`src/rtl/tensor_core_operand_loader_pkg.sv`:
```
// Shared types for the tensor core operand loader: element width, the 3x3
// matrix type, the opcode encoding and the two FSM state sets.
package tensor_core_pkg;

  localparam int DATA_WIDTH = 8;

  typedef logic signed [DATA_WIDTH-1:0] matrix3x3_t [3][3];

  typedef enum logic [2:0] {
    OP_MATMUL = 3'b000,
    OP_ADD    = 3'b001,
    OP_RELU   = 3'b010
  } opcode_e;

  typedef enum logic [1:0] {
    ING_HDR,
    ING_LOAD_A,
    ING_LOAD_B,
    ING_FULL
  } ingest_state_e;

  typedef enum logic [1:0] {
    CORE_IDLE,
    CORE_WE,
    CORE_START,
    CORE_RUN
  } core_state_e;

  // Only the three defined opcodes start a frame; 011..111 are rejected.
  function automatic logic is_legal_opcode(input logic [2:0] op);
    return (op <= 3'b010);
  endfunction

endpackage

```
`src/rtl/tensor_core_operand_loader_stage_buffer.sv`:
```
// Shadow store for one incoming frame: nine A and nine B elements, written
// one byte at a time at a row-major index (r*3+c). B can be cleared in one
// cycle for frames that carry no B matrix.
module operand_stage_buffer #(
  parameter int W = 8
) (
  input  logic         tensor_core_clock,
  input  logic         reset_in,
  input  logic         wr_en,
  input  logic         wr_sel_b,
  input  logic [3:0]   wr_idx,
  input  logic [W-1:0] wr_data,
  input  logic         zero_b,
  output logic [W-1:0] stage_a [9],
  output logic [W-1:0] stage_b [9]
);

  // Element writes; a B clear and an A write may land on the same edge.
  always_ff @(posedge tensor_core_clock or posedge reset_in) begin
    if (reset_in) begin
      for (int i = 0; i < 9; i++) begin
        stage_a[i] <= '0;
        stage_b[i] <= '0;
      end
    end else begin
      if (zero_b) begin
        for (int i = 0; i < 9; i++) stage_b[i] <= '0;
      end
      if (wr_en) begin
        if (wr_sel_b) stage_b[wr_idx] <= wr_data;
        else          stage_a[wr_idx] <= wr_data;
      end
    end
  end

endmodule

```
`src/rtl/tensor_core_operand_loader.sv`:
```
// Operand feeder for small_tensor_core: ingests a byte-serial frame
// (header, 9 A bytes, 9 B bytes), commits it to stable operand registers and
// sequences the core's write-enable / start pulses.
// Build option: TENSOR_LOADER_RELU_SHORT_FRAME_EN -- relu frames carry no B
// bytes and staging B is zero-filled instead.
//
// Ingest FSM
//   state      | meaning
//   ING_HDR    | waiting for a header byte
//   ING_LOAD_A | accepting A elements 0..8
//   ING_LOAD_B | accepting B elements 0..8
//   ING_FULL   | staging complete, waiting for the core FSM to take it
// Core FSM
//   state      | meaning
//   CORE_IDLE  | no pass in flight; commits staging when ingest is FULL
//   CORE_WE    | register-file write enable to the core
//   CORE_START | start pulse to the core, run timer loaded
//   CORE_RUN   | core computing; operands held until the timer expires
module tensor_core_operand_loader #(
  parameter int DATA_WIDTH  = 8,
  parameter int CORE_CYCLES = 5
) (
  input  logic                         tensor_core_clock,
  input  logic                         reset_in,
  input  logic                         load_valid,
  output logic                         load_ready,
  input  logic [DATA_WIDTH-1:0]        load_data,
  output logic signed [DATA_WIDTH-1:0] tensor_core_input1 [3][3],
  output logic signed [DATA_WIDTH-1:0] tensor_core_input2 [3][3],
  output logic [2:0]                   operation_select,
  output logic                         tensor_core_register_file_write_enable,
  output logic                         should_start_tensor_core,
  output logic                         core_done,
  output logic                         opcode_error
);
  import tensor_core_pkg::*;

  localparam int RUN_W = (CORE_CYCLES > 1) ? $clog2(CORE_CYCLES) : 1;
  localparam logic [RUN_W-1:0] RUN_LOAD = RUN_W'(CORE_CYCLES - 1);

  ingest_state_e ing_state, ing_next;
  core_state_e   core_state, core_next;

  logic [3:0]       elem_cnt, elem_cnt_next;
  logic [2:0]       stage_op, stage_op_next;
  logic [RUN_W-1:0] run_cnt, run_cnt_next;
  logic             err_next, done_next;
  logic             xfer, handoff;
  logic             buf_wr, buf_sel_b, buf_zero_b;

  logic [DATA_WIDTH-1:0] stage_a [9];
  logic [DATA_WIDTH-1:0] stage_b [9];
  logic [DATA_WIDTH-1:0] out_a   [9];
  logic [DATA_WIDTH-1:0] out_b   [9];

  assign load_ready = (ing_state != ING_FULL) && !reset_in;
  assign xfer       = load_valid && load_ready;
  // Staging changes hands on the same edge the core leaves IDLE.
  assign handoff    = (ing_state == ING_FULL) && (core_state == CORE_IDLE);

  operand_stage_buffer #(.W(DATA_WIDTH)) u_stage (
    .tensor_core_clock (tensor_core_clock),
    .reset_in          (reset_in),
    .wr_en             (buf_wr),
    .wr_sel_b          (buf_sel_b),
    .wr_idx            (elem_cnt),
    .wr_data           (load_data),
    .zero_b            (buf_zero_b),
    .stage_a           (stage_a),
    .stage_b           (stage_b)
  );

  // Ingest next-state: header decode, element counting, staging writes.
  always_comb begin
    ing_next      = ing_state;
    elem_cnt_next = elem_cnt;
    stage_op_next = stage_op;
    err_next      = 1'b0;
    buf_wr        = 1'b0;
    buf_sel_b     = 1'b0;
    buf_zero_b    = 1'b0;
    case (ing_state)
      ING_HDR: begin
        if (xfer) begin
          if (is_legal_opcode(load_data[2:0])) begin
            stage_op_next = load_data[2:0];
            elem_cnt_next = 4'd0;
            ing_next      = ING_LOAD_A;
          end else begin
            err_next = 1'b1;
          end
        end
      end
      ING_LOAD_A: begin
        if (xfer) begin
          buf_wr = 1'b1;
          if (elem_cnt == 4'd8) begin
            elem_cnt_next = 4'd0;
`ifdef TENSOR_LOADER_RELU_SHORT_FRAME_EN
            if (stage_op == OP_RELU) begin
              buf_zero_b = 1'b1;
              ing_next   = ING_FULL;
            end else begin
              ing_next = ING_LOAD_B;
            end
`else
            ing_next = ING_LOAD_B;
`endif
          end else begin
            elem_cnt_next = elem_cnt + 4'd1;
          end
        end
      end
      ING_LOAD_B: begin
        if (xfer) begin
          buf_wr    = 1'b1;
          buf_sel_b = 1'b1;
          if (elem_cnt == 4'd8) begin
            elem_cnt_next = 4'd0;
            ing_next      = ING_FULL;
          end else begin
            elem_cnt_next = elem_cnt + 4'd1;
          end
        end
      end
      ING_FULL: begin
        if (handoff) ing_next = ING_HDR;
      end
      default: ing_next = ING_HDR;
    endcase
  end

  // Ingest state, byte counter, staged opcode and the error pulse.
  always_ff @(posedge tensor_core_clock or posedge reset_in) begin
    if (reset_in) begin
      ing_state    <= ING_HDR;
      elem_cnt     <= 4'd0;
      stage_op     <= 3'b000;
      opcode_error <= 1'b0;
    end else begin
      ing_state    <= ing_next;
      elem_cnt     <= elem_cnt_next;
      stage_op     <= stage_op_next;
      opcode_error <= err_next;
    end
  end

  // Core sequencing: WE, START, then a down-counted run window.
  always_comb begin
    core_next    = core_state;
    run_cnt_next = run_cnt;
    done_next    = 1'b0;
    tensor_core_register_file_write_enable = 1'b0;
    should_start_tensor_core               = 1'b0;
    case (core_state)
      CORE_IDLE: begin
        if (handoff) core_next = CORE_WE;
      end
      CORE_WE: begin
        tensor_core_register_file_write_enable = 1'b1;
        core_next = CORE_START;
      end
      CORE_START: begin
        should_start_tensor_core = 1'b1;
        run_cnt_next = RUN_LOAD;
        core_next    = CORE_RUN;
      end
      CORE_RUN: begin
        if (run_cnt == '0) begin
          done_next = 1'b1;
          core_next = CORE_IDLE;
        end else begin
          run_cnt_next = run_cnt - RUN_W'(1);
        end
      end
      default: core_next = CORE_IDLE;
    endcase
  end

  // Core state, run timer and the completion pulse (first IDLE cycle).
  always_ff @(posedge tensor_core_clock or posedge reset_in) begin
    if (reset_in) begin
      core_state <= CORE_IDLE;
      run_cnt    <= '0;
      core_done  <= 1'b0;
    end else begin
      core_state <= core_next;
      run_cnt    <= run_cnt_next;
      core_done  <= done_next;
    end
  end

  // Committed operands: loaded only when the core leaves IDLE.
  always_ff @(posedge tensor_core_clock or posedge reset_in) begin
    if (reset_in) begin
      for (int i = 0; i < 9; i++) begin
        out_a[i] <= '0;
        out_b[i] <= '0;
      end
      operation_select <= 3'b000;
    end else if (handoff) begin
      out_a            <= stage_a;
      out_b            <= stage_b;
      operation_select <= stage_op;
    end
  end

  // Row-major unpacking of the committed operands onto the core's buses.
  always_comb begin
    for (int r = 0; r < 3; r++) begin
      for (int c = 0; c < 3; c++) begin
        tensor_core_input1[r][c] = out_a[r*3+c];
        tensor_core_input2[r][c] = out_b[r*3+c];
      end
    end
  end

endmodule

```
`config.mk`:
```
export PLATFORM = sky130hd
export DESIGN_NAME = tensor_core_operand_loader
export DESIGN_NICKNAME = d
export VERILOG_FILES = /design/src/rtl/tensor_core_operand_loader_pkg.sv /design/src/rtl/tensor_core_operand_loader_stage_buffer.sv /design/src/rtl/tensor_core_operand_loader.sv
export SDC_FILE = /design/constraint.sdc
export NUM_CORES = 1
export LEC_CHECK = 0
export BUFFER_PORTS_ARGS = -buffer_cell sky130_fd_sc_hd__buf_4
export CAP_MARGIN = 15
export CORE_MARGIN = 1.5
export CORE_UTILIZATION = 25
export CTS_CLUSTER_SIZE = 10
export DETAILED_ROUTE_END_ITERATION = 12
export SLEW_MARGIN = 25
export SYNTH_ARGS = -nofsm -noshare
export SYNTH_HDL_FRONTEND = slang
export SYNTH_HIERARCHICAL = 1
export SYNTH_SLANG_ARGS = --single-unit
```
`constraint.sdc`:
```
create_clock -name tensor_core_clock -period 6.85 [get_ports tensor_core_clock]
set_input_delay 1.37 -clock tensor_core_clock [delete_from_list [all_inputs] [get_ports tensor_core_clock]]
set_output_delay 1.37 -clock tensor_core_clock [all_outputs]
set_load 0.02 [all_outputs]
```
==> implementation parameters <==
Parameter                              Value

Global route
  GR Util All Layers ... 12.51%
  Maximum number of pins on one net before global-route repair ... 109
  Number of global-route vias before repair ... 7517
  Initial antenna violation count ... 2
  Wire length of the first global-routing pass ... 47.58 mm
  Global Route met2 Usage ... 20.34%
  Grt total ovfl ... 0
  Met3 demand-to-capacity share in global routing ... 2.888%
  GRT met1 Usage ... 16.63%
  Layer with the highest usage after global routing ... met2

Power
  Lkg Pwr ... 7.695 nW
  Power density over the cells ... 367.6 nW/um^2
  Peak supply drop ... ~0.2 mV

Critical path
  Ordered cell list for the critical path ... buf_4 -> nor2_1 -> buf_4
  Startpoint-to-endpoint class of the critical path ... input pin to output port
  CP max stage delay ... 200 ps
  Critical path startpoint category ... input pin
  Critical path startpoint ... reset_in
  Capturing element type of the critical path ... output port
  Slowest stage cell on the critical path ... nor2_1
  Library cell appearing most often on the critical path ... buf_4
  Required time at the endpoint of the critical path ... 5480 ps
  Worst r2r src ... ing_state[0]$_DFFE_PP0P_
  R2R Path End ... u_stage/stage_a[12]$_DFFE_PP0P_
  Number of cells traversed by the worst register-to-register path ... 6
  Data arrival time of the worst path ... approximately 1900 ps
  Worst setup path endpoint ... load_ready
  Internal reg-to-reg setup slack ... 3870 ps
  Worst Path Max Fanout ... 4

Floorplan
  Die height ... roughly 230 um
  Core ar. ... ~49000 sq um
  Standard-cell rows ... 81
  Starting utilization of the core area ... 25.38%
  Die Area ... roughly 51000 sq um
  Number of I/O pins ... 163
  Die W ... 226.2 um

Detailed routing
  Number of detailed-route iterations in the first pass ... 4
  Number of vias per cell ... around 4.2
  Final wirelength ... 30.96 mm
  Number of design rule violations left after detail routing ... 0
  Routed vias ... 7048
  Antenna Violating Nets Remaining ... 0
  DRT iter0 DRCs ... 279
  Post-detailed-route wirelength per cell ... 18.57 um

Placement
  Last weighted congestion value of the routability-driven placer ... 0.6848
  Placed cell count ... 1612
  I/O Buffers ... 162
  Sum of net half-perimeters after detailed placement ... 19.00 mm

STA
  Achievable frequency ... 0.3046 GHz
  Slew at the pin closest to its max-slew limit ... slightly below 1000 ps
  Setup repair after global routing missed its margin ... no
  Number of failing hold endpoints at the final stage ... 0
  Count of final max-slew check failures ... 0
  WHS ... 483.7 ps
  Final setup fails ... 0
  Period utilisation layout ... between 40% and 50%
  Total Neg Setup Slack ... 0 ps
  Minimum period implied by the final worst setup slack ... 3283 ps
  Worst setup skew after layout ... 17.29 ps
  Tightest slew margin relative to the limit ... about a third

Clocking
  TritonCTS clock tree ... built
  Number of buffers added by the clock tree synthesis step ... 38
  Deepest clock path buffer count ... 3
  Worst skew pair latency ... between 500 and 600 ps
  Count of hold-fix buffers inserted at cts ... 0
  Setup repair bufs after CTS ... 0
  # H-tree levels ... 2
  CTS sink count ... 307
  Resize count post-CTS ... 0
  Clock-pin slew of the registers on the worst-case setup and hold paths ... 50 ps
  Cell at the root of the clock tree ... clkbuf_16

Cells and area
  Count of non-filler cells in the finished layout ... 1667
  Number of nets in the finished design ... 1012
  Fraction of final layout cells sized beyond drive strength 1 ... 51.65%
  Area added between synthesis and finish ... 23.57%

Yosys
  Portion of the post-synthesis area used by sequential elements ... around three fifths
  Number of nets in the synthesized netlist ... 843
  Number of distinct standard cells referenced by the synthesized netlist ... 43
  Area leader, netlist ... dfrtp_1
  Synthesized instance count ... 819
  Async SR Flop Fraction ... 100.0%
  Main synth FF type ... dfrtp_1
  Mean Syn Cell Area ... 15.20 sq um
  Synth top area cells ... dfrtp_1, mux2_2, nor2b_1
  Count of flip-flops with a built-in enable after synthesis ... 0
  Count of yosys warnings during synthesis ... 6
  Cell area after synthesis ... 12450 sq um
  Area share of the largest cell type after synthesis ... between 60 and 70%
  Number of register bits inferred by synthesis ... just over 300

Job
  Number of max-capacitance violations reported ... 0

Status
  Status ... finished, final reports clean

Worst hold path
  Worst hold path class ... register to register
  Hold path startpoint ... stage_op[0]$_DFFE_PP0P_
==> worst min path at each step <==
stage                                          to  slack, ps  depth (start not counted)
6_report                  stage_op[0]$_DFFE_PP0P_        480                          1
5_1_grt        tensor_core_input2[11]$_DFFE_PP0P_        510                          1
2_1_floorplan             stage_op[2]$_DFFE_PP0P_        450                          1
4_1_cts        tensor_core_input2[47]$_DFFE_PP0P_        490                          1
3_3_place_gp              stage_op[1]$_DFFE_PP0P_        470                          1
3_5_place_dp              stage_op[0]$_DFFE_PP0P_        480                          1
==> synth_stat cells, types with 2 or more instances <==
cell type,n
nor3b_1,2
nor3b_4,2
nor2b_1,78
mux2i_1,3
o22ai_1,3
nand3_1,3
nand2_1,18
and2_1,3
buf_6,13
inv_1,15
ha_1,13
and4bb_2,2
nor2_1,7
buf_2,7
dfrtp_1,307
mux2_2,289
nand4_1,2
o22a_1,2
a21oi_1,2
nor4b_2,2
o21ai_0,6
clkbuf_1,16
mux2_1,4
==> power breakdown <==
part           switching, mW  internal, mW
combinational          0.706         0.691
clock                  0.718          1.06
sequential             0.264          2.21
total                   1.69          3.97
==> metal layers <==
| metal | vias to the layer above | wire, um |
|---|---|---|
| met5 | - | 0 |
| met4 | 0 | 533 |
| met3 | 33 | 1502 |
| met2 | 141 | 14920 |
| met1 | 3675 | 14010 |
| li1 | 3199 | - |
==> final cells by class <==
class,count,area (sq um)
Antenna cell,2,5.005
Tap cell,664,830.8
Timing Repair Buffer,166,1250
Clock inverter,4,23.77
Inverter,15,68.82
Fill cell,4933,33670
Sequential cell,307,7682
Clock buffer,49,1054
Multi-Input combinational cell,460,4469
==> kinds of logic (layout without fill, tap and decap cells) <==
kind of cell    Yosys count  in the layout  share of synthesized area (%)
compound gates           21             21                          1.116
fa+ha+maj                13             13                          1.307
other cells               1              3                        0.03012
buf+inv                  52            234                          2.452
mux                     296            296                          26.74
simple gates            129            129                          6.643
flops                   307            307                          61.71
==> metrics by stage <==
step	util, %	total power [mW]	cell area (sq um)	setup WS (ps)
floorplan	-	3.405	12450	1075
global placement	29.14	3.885	14300	3135
detailed placement	29.15	3.927	14300	3104
CTS	31.34	5.763	15370	3512
global route	31.35	5.984	15380	3526
finish	31.36	5.656	15380	3567
==> sequential cells by signal (all words and copies together) (netlist names) <==
| signal | count |
|---|---|
| ing_state | 2 |
| u_stage/stage_b | 72 |
| opcode_error | 1 |
| core_state | 2 |
| core_done | 1 |
| tensor_core_input1 | 72 |
| operation_select | 3 |
| run_cnt | 3 |
| elem_cnt | 4 |
| tensor_core_input2 | 72 |
| u_stage/stage_a | 72 |
| stage_op | 3 |
==> worst max-delay path, delay by kind of cell <==
family,cells,cell delay [ps]
and+or+nand+nor,1,200
buffers and inverters,2,340
==> cell usage in the layout (no fill, tap or decap), types with 4 or more instances in the layout <==
cell type	count
o21ai_0	6
inv_1	13
nor2_1	7
dfrtp_1	307
ha_1	13
nand2_1	17
buf_4	165
mux2_1	4
nor2b_1	78
clkbuf_8	4
mux2_2	289
clkbuf_16	39
clkbuf_1	6
Power figures use the tool's default switching activity.
